### config.mk
export PLATFORM = sky130hd
export DESIGN_NAME = acc_recv_ctrl_flat
export DESIGN_NICKNAME = d
export VERILOG_FILES = /design/src/rtl/acc_recv_ctrl_if.sv /design/src/rtl/acc_recv_ctrl.sv /design/src/flat_wrapper.sv
export SDC_FILE = /design/constraint.sdc
export NUM_CORES = 1
export LEC_CHECK = 0
export CAP_MARGIN = 20
export CORE_UTILIZATION = 40
export CTS_BUF_LIST = sky130_fd_sc_hd__clkbuf_16
export DETAILED_ROUTE_END_ITERATION = 12
export DONT_BUFFER_PORTS = 1
export HOLD_SLACK_MARGIN = 0.15
export PLACE_DENSITY = 0.54
export SLEW_MARGIN = 20
export SYNTH_ARGS = -nofsm -noshare
export SYNTH_HDL_FRONTEND = slang
export SYNTH_SLANG_ARGS = --single-unit
### constraint.sdc
create_clock -name clk -period 2.4 [get_ports clk]
set_input_delay 0.6 -clock clk [delete_from_list [all_inputs] [get_ports clk]]
set_output_delay 0.6 -clock clk [all_outputs]
set_load 0.005 [all_outputs]
### src/rtl/acc_recv_ctrl_if.sv
// Upstream handshake/bus bundle for acc_recv_ctrl.
// master = upstream sender (drives enable, valid, address, data; watches done)
// slave  = acc_recv_ctrl receive side
interface acc_recv_ctrl_if #(
  parameter int ACC_ADDR_W = 4,
  parameter int DATA_W     = 16
);
  logic                  en_in;
  logic                  acc_valid_in;
  logic [ACC_ADDR_W-1:0] acc_addr_in;
  logic [DATA_W-1:0]     acc_data_in;
  logic                  acc_done_out;

  modport master (
    output en_in, acc_valid_in, acc_addr_in, acc_data_in,
    input  acc_done_out
  );

  modport slave (
    input  en_in, acc_valid_in, acc_addr_in, acc_data_in,
    output acc_done_out
  );
endinterface

### src/rtl/acc_recv_ctrl.sv
// Accumulator receive controller: arms with a one-cycle done pulse, takes
// ACC_SIZE words into the local accumulator through a registered write
// port, counts committed writes in idx and parks in FULL until the local
// send side drains the buffer (idx_init).
//
// Optional build macro ACC_RECV_ADDR_CHK_EN: check incoming addresses
// against the expected pointer, drop mismatches and raise a sticky err_out;
// valid words outside RECV also raise err_out. Without the macro the
// address is ignored and err_out is tied low.
//
// state | meaning
// IDLE  | waiting for en_in
// ARM   | acc_done_out high for this one cycle, pointer cleared
// RECV  | accepting words until ACC_SIZE writes have committed
// FULL  | buffer complete, waiting for idx_init
module acc_recv_ctrl #(
  parameter int ACC_ADDR_W = 4,
  parameter int ACC_SIZE   = 9,
  parameter int DATA_W     = 16,
  localparam int IDX_W     = $clog2(ACC_SIZE + 1)
) (
  input  logic                  clk,
  input  logic                  rst,
  acc_recv_ctrl_if.slave        bus,
  input  logic                  idx_init,
  output logic                  wr_en,
  output logic [ACC_ADDR_W-1:0] wr_addr,
  output logic [DATA_W-1:0]     wr_data,
  output logic [IDX_W-1:0]      idx,
  output logic                  err_out
);

  localparam logic [1:0] S_IDLE = 2'd0;
  localparam logic [1:0] S_ARM  = 2'd1;
  localparam logic [1:0] S_RECV = 2'd2;
  localparam logic [1:0] S_FULL = 2'd3;

  localparam logic [ACC_ADDR_W-1:0] PTR_LAST = ACC_ADDR_W'(ACC_SIZE - 1);
  localparam logic [IDX_W-1:0]      IDX_LAST = IDX_W'(ACC_SIZE - 1);

  logic [1:0]            state_q, state_d;
  logic [ACC_ADDR_W-1:0] ptr_q, ptr_d;
  logic                  last_q, last_d;   // final word of this transfer already taken
  logic [IDX_W-1:0]      idx_q, idx_d;
  logic                  wr_en_q, wr_en_d;
  logic [ACC_ADDR_W-1:0] wr_addr_q, wr_addr_d;
  logic [DATA_W-1:0]     wr_data_q, wr_data_d;

  logic in_recv;
  logic addr_ok;
  logic accept;

  // Accept decision for the word presented this cycle
  always_comb begin
    in_recv = (state_q == S_RECV);
`ifdef ACC_RECV_ADDR_CHK_EN
    addr_ok = (bus.acc_addr_in == ptr_q);
`else
    addr_ok = 1'b1;
`endif
    accept  = in_recv && bus.acc_valid_in && !last_q && addr_ok;
  end

  // Next-state, pointer, write-port and commit-count logic
  always_comb begin
    state_d   = state_q;
    ptr_d     = ptr_q;
    last_d    = last_q;
    idx_d     = idx_q;
    wr_en_d   = accept;
    wr_addr_d = accept ? ptr_q : wr_addr_q;
    wr_data_d = accept ? bus.acc_data_in : wr_data_q;

    // idx trails the write strobe so it only counts writes that happened
    if (wr_en_q) idx_d = idx_q + IDX_W'(1);

    case (state_q)
      S_IDLE: begin
        if (bus.en_in) state_d = S_ARM;
      end
      S_ARM: begin
        ptr_d   = '0;
        last_d  = 1'b0;
        state_d = S_RECV;
      end
      S_RECV: begin
        if (accept) begin
          if (ptr_q == PTR_LAST) begin
            ptr_d  = '0;
            last_d = 1'b1;
          end else begin
            ptr_d = ptr_q + ACC_ADDR_W'(1);
          end
        end
        if (wr_en_q && (idx_q == IDX_LAST)) state_d = S_FULL;
      end
      S_FULL: begin
        if (idx_init) begin
          idx_d   = '0;
          state_d = bus.en_in ? S_ARM : S_IDLE;
        end
      end
      default: state_d = S_IDLE;
    endcase
  end

  // Registered state, async active-high reset abandons any transfer
  always_ff @(posedge clk or posedge rst) begin
    if (rst) begin
      state_q   <= S_IDLE;
      ptr_q     <= '0;
      last_q    <= 1'b0;
      idx_q     <= '0;
      wr_en_q   <= 1'b0;
      wr_addr_q <= '0;
      wr_data_q <= '0;
    end else begin
      state_q   <= state_d;
      ptr_q     <= ptr_d;
      last_q    <= last_d;
      idx_q     <= idx_d;
      wr_en_q   <= wr_en_d;
      wr_addr_q <= wr_addr_d;
      wr_data_q <= wr_data_d;
    end
  end

`ifdef ACC_RECV_ADDR_CHK_EN
  logic err_q, err_d;

  // Sticky error: out-of-order address in RECV, or any valid outside RECV
  always_comb begin
    err_d = err_q;
    if (bus.acc_valid_in && !in_recv) err_d = 1'b1;
    if (in_recv && bus.acc_valid_in && !last_q && !addr_ok) err_d = 1'b1;
  end

  // Error flag clears only on reset
  always_ff @(posedge clk or posedge rst) begin
    if (rst) err_q <= 1'b0;
    else     err_q <= err_d;
  end

  assign err_out = err_q;
`else
  assign err_out = 1'b0;
`endif

  assign bus.acc_done_out = (state_q == S_ARM);
  assign wr_en            = wr_en_q;
  assign wr_addr          = wr_addr_q;
  assign wr_data          = wr_data_q;
  assign idx              = idx_q;

endmodule

### src/flat_wrapper.sv
// flat-port wrapper written by rule: the top's interface ports become plain ports
module acc_recv_ctrl_flat 
#(
  parameter int ACC_ADDR_W = 4,
  parameter int ACC_SIZE   = 9,
  parameter int DATA_W     = 16,
  localparam int IDX_W     = $clog2(ACC_SIZE + 1)
)
  (clk, rst, idx_init, wr_en, wr_addr, wr_data, idx, err_out, bus_en_in, bus_acc_valid_in, bus_acc_addr_in, bus_acc_data_in, bus_acc_done_out);
  acc_recv_ctrl_if #(.ACC_ADDR_W(ACC_ADDR_W), .DATA_W(DATA_W)) bus_i ();
  input  logic clk;
  input  logic rst;
  input  logic idx_init;
  output logic wr_en;
  output logic [ACC_ADDR_W-1:0] wr_addr;
  output logic [DATA_W-1:0] wr_data;
  output logic [IDX_W-1:0] idx;
  output logic err_out;
  input wire logic [$bits(bus_i.en_in)-1:0] bus_en_in;
  input wire logic [$bits(bus_i.acc_valid_in)-1:0] bus_acc_valid_in;
  input wire logic [$bits(bus_i.acc_addr_in)-1:0] bus_acc_addr_in;
  input wire logic [$bits(bus_i.acc_data_in)-1:0] bus_acc_data_in;
  output wire logic [$bits(bus_i.acc_done_out)-1:0] bus_acc_done_out;
  assign bus_i.en_in = bus_en_in;
  assign bus_i.acc_valid_in = bus_acc_valid_in;
  assign bus_i.acc_addr_in = bus_acc_addr_in;
  assign bus_i.acc_data_in = bus_acc_data_in;
  assign bus_acc_done_out = bus_i.acc_done_out;
  acc_recv_ctrl #(.ACC_ADDR_W(ACC_ADDR_W), .ACC_SIZE(ACC_SIZE), .DATA_W(DATA_W)) u_core (.clk(clk), .rst(rst), .bus(bus_i), .idx_init(idx_init), .wr_en(wr_en), .wr_addr(wr_addr), .wr_data(wr_data), .idx(idx), .err_out(err_out));
endmodule
-- Word level (Yosys, flattened, before mapping)
Cells that the tools add are included.
W data, S select, Z words.
- output and inout port bits: 27
- register bits: 32
- word-level logic and storage cells: 42
- bits of input ports: 25
- mux-type cells: 14
- reductions and logical operators: 9
- $add $sub $neg: 2
- equality and inequality tests: 10
- operator list (operator ; number):
    $mux W4 ; 5
    $ne A2 B2 Y1 const B ; 5
    $add A4 B1 Y4 const B ; 2
    $eq A4 B4 Y1 const B ; 2
    $pmux W2 S4 ; 1
    $pmux W4 S2 ; 1
    $mux W2 ; 3
    $reduce_and A3 Y1 ; 2
    $eq A2 B2 Y1 const B ; 2
    $logic_and A1 B1 Y1 ; 3
    $mux W1 ; 3
    $eq A2 B1 Y1 const B ; 1
    $logic_not A2 Y1 ; 1
    $pmux W1 S2 ; 1
    $reduce_and A2 Y1 ; 1
    $reduce_bool A2 Y1 ; 1
    $logic_not A1 Y1 ; 1

-- Depth between registers and ports, before layout
Gate-level depths: netlist of the first run.
- depth after elaboration: 5
- gate-level depth with buffers: 7
- gate-level depth less buffers: 7

-- Worst setup path before layout of the first run
Ideal clock, no wire load.
- path kind: register to register
- start: register u_core.state_q[0]
- end: register u_core.ptr_q[3]
- slack: 0.931 ns
- stages on the path, launching flop included: 6
- buffers on the path: 0
- arrival time: 1.382 ns
- clock period less this slack: 1.469 ns
- data required time: 2.313 ns
- setup time: 0.087 ns
- cell sequence: dfrtp_1 inv_1 ha_1 nand3b_1 or3_1 o211ai_1
- word-level cells in the longest chain between the ends: 5
- elaborated cells between the ends (all ways): 8
- classes of those cells: eq/ne (3); mux (1); reduce/logical (4)
- RTL lines (what ; line ; source):
    start: declaration ; acc_recv_ctrl.sv:41 ; logic [1:0] state_q, state_d;
    start signal: assignment ; acc_recv_ctrl.sv:118 ; state_q <= state_d;
    $eq A2 B2 Y1 (*) ; acc_recv_ctrl.sv:55 ; in_recv = (state_q == S_RECV);
    named net u_core.in_recv ; acc_recv_ctrl.sv:49 ; logic in_recv;
    $logic_and A1 B1 Y1 (2 in series) ; acc_recv_ctrl.sv:61 ; accept = in_recv && bus.acc_valid_in && !last_q && addr_ok;
    $ne A2 B2 Y1 (no line) ; n/a ;
    $reduce_and A2 Y1 (no line) ; n/a ;
    end signal: assignment ; acc_recv_ctrl.sv:119 ; ptr_q <= ptr_d;
    end: declaration ; acc_recv_ctrl.sv:42 ; logic [ACC_ADDR_W-1:0] ptr_q, ptr_d;
The timed path passes the listed nets; every way through them passes the cells marked *.
A chain may end at the register's enable or synchronous reset.

-- Worst setup path after layout of the first run
Same ends and word-level chain as after synthesis.

==> metrics.md, run 1 <==
| Metric | Value |
|---|---|
| Reported max-cap violation count | 0 |
| Final sum of negative setup slack | 0 ps |
| Critical path peak fanout | 14 |
| Critical path data arrival time | 1840 ps |
| Fin crit share | 69.24% |
| First-iteration detailed-routing DRC count | 35 |
| Total setup buffers inserted after CTS | 0 |
| Number of top-level pins | 52 |
| Layout net count | around 190 |
| Hold Vio Cnt, Final | 0 |
| Post-synthesis adder-cell area fraction | 7.080% |
| DR WL/cell | roughly 13 um |
| Largest family of logic cells by synthesized area | simple AND/OR/NAND/NOR gates |
| Unrepaired setup endpoints after global routing | false |
| Number of pins exceeding their max-slew limit in the final report | 0 |
| Clock latency at the later pin of the worst-skew pair | around 270 ps |
| Kind of end point of the critical path | flop |
| Proportion of netlist area held by the largest area contributor | between 50 and 60% |
| Antenna Violating Nets Remaining | 0 |
| Async S/R FF share, synth | 100.0% |
| Flip-flop and latch count after synthesis | 32 |
| Ranking of synthesized cells by area | sky130_fd_sc_hd__dfrtp_1 57%, sky130_fd_sc_hd__nand2_1 17%, sky130_fd_sc_hd__ha_1 7.1% |
| Proportion of synthesized area in mux cells | less than 1% |
| Fraction of the core area covered by cells at the end of the flow | a little under half |
| Outcome | complete, no violations |
| Post-detailed-route DRC marker count | 0 |
| Cell type contributing the most total cell area after synthesis | sky130_fd_sc_hd__dfrtp_1 |
| Fill cell instance count of the final layout | approximately 350 |
| Number of buffers created by CTS | 5 |
| Peak clock frequency supported by timing | between 600 and 700 MHz |
| Total global routing overflow | 0 |
| Die width | 61.45 um |
| Commonest cells in the netlist | 64 x sky130_fd_sc_hd__nand2_1, 32 x sky130_fd_sc_hd__dfrtp_1, 12 x sky130_fd_sc_hd__inv_1, 8 x sky130_fd_sc_hd__ha_1, 5 x sky130_fd_sc_hd__a21oi_1 |
| Post-Layout Cell Count | 204 |
| Final Routed Wirelength | 2675 um |
| Area used by multi-input combinational logic | about 540 um^2 |
| Max-slew headroom at the worst pin | around two thirds |
| Number of global-route vias before repair | approximately 970 |
| Clock tree root driver cell | sky130_fd_sc_hd__clkbuf_16 |
| Share of synthesized cell area in and, or, nand and nor gates | 20.97% |
| Clock Sink Count | 32 |
| Post-synthesis instance area | 1414 um^2 |
| Clock tree from TritonCTS | done |
| Ratio of cells with drive above 1 in the final layout | about 6.3% |
| Synthesized instance count | 152 |
| EDFF count, synth | 0 |
| CTS clk-pin slew, worst paths | ~50 ps |
| Synthesized-area fraction occupied by ao, oa, aoi and oai cells | between 7 and 8% |
| Final setup fails | 0 |
| Post-Synthesis Net Count | 185 |
| Hold buffer count at cts | 0 |
| Total of buffers placed on input and output ports | 0 |
| Worst setup SP type | flop |
| Resize count post-CTS | 0 |
| First drt pass iteration count | 4 |
| Kind of critical path | flop to flop |
| Gp weighted congestion | just over 0.7 |
| Initial cell density of the core | between 40% and 50% |
| Most common flop cell mapped by yosys | sky130_fd_sc_hd__dfrtp_1 |
| Worst setup slack after placement | approximately 770 ps |
| Antenna diode count | 0 |
| Leakage | about 0.84 nW |
| Count of cells along the worst register-to-register path | 6 |
| Standard cell core area | 3363 um^2 |
| Area grow syn2layout | 13.89% |
| Pin slew with the least headroom to its limit | 505.6 ps |
| Unique masters post-synth | 25 |
| Class of the tightest hold or removal check | input pin to asynchronous set/reset pin |
| XOR/XNOR Fraction of Synth Area | 1.858% |
| Wire length of the first global-routing pass | approximately 4300 um |
| Footprint of the flip-flops and latches | around 800 um^2 |
| Number of levels the H-tree was split into | 2 |
| Power consumption | ~2 mW |
| Initial antenna violation count | 0 |
| Power density cells | about 1200 nW/um^2 |
| Worst setup skew after layout | 6.652 ps |
| Final HPWL DP | around 1900 um |
| Register area share after synthesis | 56.64% |
| GRT Util Overall | between 10% and 20% |
| Reg-to-reg setup timing slack | between 700 and 800 ps |
| Mean Syn Cell Area | around 9.3 um^2 |
| Final Cell Area | roughly 1600 um^2 |
| Worst path setup slack after routing | approximately 740 ps |
| Number of placement rows | 21 |
| Final critical delay including setup and external delays | approximately 1700 ps |
| Final worst hold slack | 296.8 ps |
| IR drop worst, VDD | between 0.0005 and 0.0006 V |
| Placed Instance Area | between 1000 and 1500 um^2 |
| Routed via count | 1007 |
| Maximum number of pins on one net before global-route repair | 33 |
| Die Y-Extent | 61.45 um |
| Clock Tree Buf Depth | 2 |
| Via density per instance | just under 5 |
| Placed Instances | 197 |
| Most frequently used cell type in the post-synthesis netlist | sky130_fd_sc_hd__nand2_1 |
| Required arrival time at the worst endpoint | 2580 ps |
| Area enclosed by the die boundary | 3776 um^2 |
| Yosys warning total | 0 |
-- layer usage --
layer	part of all wire (%)	wire length [um]	global-route usage, %	vias up
li1	-	-	-	492
met1	45	1205	21.37	484
met2	48	1293	24.38	27
met3	5.3	142	6.092	4
met4	1.3	34	7.619	0
met5	0	0	0	-
-- cells in the final DEF, fill, tap and decap left out, types with 2 or more instances in the layout --
cell type                   netlist  layout
sky130_fd_sc_hd__dfrtp_1         32      32
sky130_fd_sc_hd__o21ai_0          3       3
sky130_fd_sc_hd__o211ai_1         2       2
sky130_fd_sc_hd__ha_1             8       8
sky130_fd_sc_hd__o31ai_1          2       2
sky130_fd_sc_hd__inv_1           12      13
sky130_fd_sc_hd__nand3b_1         2       2
sky130_fd_sc_hd__nand2_1         64      64
sky130_fd_sc_hd__buf_4            1       4
sky130_fd_sc_hd__a21oi_1          5       5
sky130_fd_sc_hd__nand3_1          4       4
sky130_fd_sc_hd__clkbuf_16        0       5
sky130_fd_sc_hd__xor2_1           2       2
-- critical path, cell delays in order (launching register included) --
cell and delay [ps]:
sky130_fd_sc_hd__dfrtp_1 390, sky130_fd_sc_hd__inv_1 120, sky130_fd_sc_hd__ha_1 260, sky130_fd_sc_hd__nand3b_1 140
sky130_fd_sc_hd__buf_4 210, sky130_fd_sc_hd__or3_1 360, sky130_fd_sc_hd__o211ai_1 90
-- path summary, 6_finish.rpt --
kind / start / endpoint
min in group clk: idx_init / u_core.idx[0]
worst min-delay path: rst / u_core.ptr_q[2]
max in group asynchronous: rst / u_core.ptr_q[1]
worst min register to register: u_core.wr_addr[1] / u_core.wr_addr[1]
worst max-delay path: u_core.state_q[0] / u_core.ptr_q[3]
worst max register to register: u_core.state_q[0] / u_core.ptr_q[3]
-- layout make-up --
type                       instances  share of cell area [%]
sequential                        32                   49.73
inverter                          12                   2.797
timing repair buffer               4                   1.865
clock buffer                       5                   7.770
tap                               46                   3.574
multi-input combinational        103                   33.72
clock inverter                     2                  0.5439
-- power by group --
part           switching, mW  leakage (nW)  internal [mW]
registers              0.180         0.417          0.743
logic                  0.309         0.347          0.205
clock network          0.200        0.0709          0.371
total                  0.689         0.835           1.32
-- flip-flops by register name, indices dropped and copies added (netlist names) --
register        flops
u_core.wr_data     16
u_core.idx          4
u_core.ptr_q        4
u_core.wr_addr      4
u_core.state_q      2
u_core.last_q       1
u_core.wr_en        1
-- logic make-up after synthesis --
group / after synthesis
flops: 32
xor+xnor: 3
other cells: 1
compound gates: 17
buf+inv: 17
mux: 1
simple gates: 73
fa+ha+maj: 8
(Power assumes the default switching activity.)
==> run 2, diff against run 1 <==
==> constraint.sdc (replaced) <==
create_clock -name clk -period 1.6 [get_ports clk]
set_input_delay 0.4 -clock clk [delete_from_list [all_inputs] [get_ports clk]]
set_output_delay 0.4 -clock clk [all_outputs]
set_load 0.005 [all_outputs]
==> metrics.md, run 2 (same netlist as run 1, synthesis figures left out) <==
| Metric | Value |
|---|---|
| Final HPWL DP | 1964 um (+2.8%) |
| Outcome | complete, no violations |
| Class of the tightest hold or removal check | input pin to flop |
| Number of top-level pins | 52 (unchanged) |
| Most common cell after layout, fill and taps aside | sky130_fd_sc_hd__nand2_1 |
| Fraction of met2 tracks used by global routing | 25.62% (+1.2 points) |
| Total global routing overflow | 0 (unchanged) |
| Clock tree from TritonCTS | done |
| Clock latency at the later pin of the worst-skew pair | 260 ps (about the same) |
| Final critical delay including setup and external delays | 1507 ps (-155.0 ps) |
| Most frequent cells in the layout | 64 x sky130_fd_sc_hd__nand2_1, 31 x sky130_fd_sc_hd__dfrtp_1, 12 x sky130_fd_sc_hd__buf_4 |
| DR WL/cell | 12.96 um (-1.1%) |
| CTS clk-pin slew, worst paths | 50 ps (about the same) |
| Kind of end point of the critical path | flop |
| Layout net count | 200 (+4.7%) |
| Area grow syn2layout | 19.73% |
| Standard cell core area | 3363 um^2 (unchanged) |
| Fin crit share | 94.18% (+25 points) |
| Met1 track demand over resource | 19.30% (-2.1 points) |
| Final setup fails | 0 (unchanged) |
| Final Cell Area | 1693 um^2 (+5.1%) |
| Gp weighted congestion | 0.6906 (-2.4%) |
| Power density cells | 1873 nW/um^2 (+50%) |
| IR drop worst, VDD | 0.0009029 V (+62%) |
| Ratio of cells with drive above 1 in the final layout | 11.98% (+5.6 points) |
| Critical path data arrival time | 1690 ps (-150 ps) |
| Reported max-cap violation count | 0 (unchanged) |
| Routed via count | 1032 (+2.5%) |
| Peak clock frequency supported by timing | 663.6 MHz (+10%) |
| Number of pins exceeding their max-slew limit in the final report | 0 (unchanged) |
| Wire length of the first global-routing pass | 4312 um (-0.48%) |
| First-iteration detailed-routing DRC count | 35 (unchanged) |
| Number of placement rows | 21 (unchanged) |
| Total of buffers placed on input and output ports | 0 (unchanged) |
| Final sum of negative setup slack | 0 ps (unchanged) |
| Maximum number of pins on one net before global-route repair | 33 (unchanged) |
| Area enclosed by the die boundary | 3776 um^2 (unchanged) |
| Worst setup SP type | flop |
| Die Y-Extent | 61.45 um (unchanged) |
| Final Routed Wirelength | 2761 um (+3.2%) |
| Clock Sink Count | 32 (unchanged) |
| Number of buffers created by CTS | 5 (unchanged) |
| Leakage | 0.8697 nW (+4.1%) |
| Required arrival time at the worst endpoint | 1780 ps (-800 ps) |
| Worst setup skew after layout | 1.013 ps (-5.639 ps) |
| Clock tree root driver cell | sky130_fd_sc_hd__clkbuf_16 |
| Largest register FFs | 16 (unchanged) |
| Placed Instance Area | 1521 um^2 (+3.1%) |
| Power consumption | 3.170 mW (+58%) |
| Kind of critical path | flop to flop |
| Met3 usage | 8.403% (+2.3 points) |
| Die width | 61.45 um (unchanged) |
| Unrepaired setup endpoints after global routing | false |
| Antenna Violating Nets Remaining | 0 (unchanged) |
| Via density per instance | 4.845 (-1.8%) |
| Number of levels the H-tree was split into | 2 (unchanged) |
| Number of global-route vias before repair | 979 (+1.2%) |
| GRT Util Overall | 16.08% (-0.33 points) |
| Critical path peak fanout | 4 (-10) |
| First drt pass iteration count | 4 (unchanged) |
| Clock Tree Buf Depth | 2 (unchanged) |
| Hold Vio Cnt, Final | 0 (unchanged) |
| Initial cell density of the core | 42.04% (unchanged) |
| Post-detailed-route DRC marker count | 0 (unchanged) |
| Layer carrying the most global-route usage | met2 |
| Initial antenna violation count | 0 (unchanged) |
| Antenna diode count | 0 (unchanged) |
run 2: cell types whose count changed in the layout (fill, tap and decap cells not counted):
cell,delta
sky130_fd_sc_hd__dfrtp_1,-1
sky130_fd_sc_hd__clkinv_2,-1
sky130_fd_sc_hd__clkinv_1,+2
sky130_fd_sc_hd__inv_1,-2
sky130_fd_sc_hd__ha_1,-1
sky130_fd_sc_hd__dfrtp_2,+1
sky130_fd_sc_hd__ha_4,+1
sky130_fd_sc_hd__inv_2,+1
sky130_fd_sc_hd__dlygate4sd3_1,+1
sky130_fd_sc_hd__buf_4,+8
run 2: path summary, 6_finish.rpt:
check,from,end,slack (ps),cells after the start
setup / recovery,u_core.state_q[0],u_core.state_q[0],90,6
hold / removal,idx_init,u_core.idx[1],220,1
setup reg to reg,u_core.state_q[0],u_core.state_q[0],90,6
hold reg to reg,u_core.wr_data[9],u_core.wr_data[9],500,2
max in group asynchronous,rst,u_core.state_q[1],620,3
min in group asynchronous,rst,u_core.wr_data[7],670,3
run 2: critical path, stage by stage, from the launching register on:
cell	delay (ps)
sky130_fd_sc_hd__dfrtp_1	390
sky130_fd_sc_hd__inv_2	90
sky130_fd_sc_hd__ha_1	220
sky130_fd_sc_hd__a222oi_1	330
sky130_fd_sc_hd__buf_4	180
sky130_fd_sc_hd__o21ai_1	60
sky130_fd_sc_hd__a22oi_1	140
run 2: what timing repair did:
item / in CTS / in global routing
setup endpoints to repair: 1 / 24
hold buffers: 1 / 0
pin swaps: 1 / 1
resized for setup: 0 / 4
hold endpoints to repair: 32 / 0
setup buffers: 2 / 0
run 2: per-layer routing:
layer	wire (um)	vias up
met5	0	-
met4	0	0
met3	192	0
met2	1372	30
met1	1196	490
li1	-	512
run 2: where the power goes:
group	switching [mW]	internal (mW)	leakage, nW
logic	0.525	0.414	0.389
clock network	0.292	0.554	0.0648
registers	0.269	1.12	0.416
run 2: layout make-up:
class,instances,area [um^2]
Clock inverter,2,7.507
Clock buffer,5,125.1
Multi-Input combinational cell,103,555.5
Fill cell,349,1670
Tap cell,46,57.56
Timing Repair Buffer,13,100.1
Inverter,12,45.04
Sequential cell,32,802.0
run 2: stage by stage:
| step | setup slack, ps | std cells | hold WS (ps) | util (%) |
|---|---|---|---|---|
| floorplan | 131.3 | 152 | 469.7 | - |
| global placement | 27.45 | 203 | 397.1 | 45.24 |
| detailed placement | -7.859 | 203 | 402.9 | 45.24 |
| CTS | 19.76 | 213 | 217.9 | 49.93 |
| global route | 24.85 | 213 | 216.3 | 50.33 |
| finish | 93.17 | 213 | 222.2 | 50.33 |
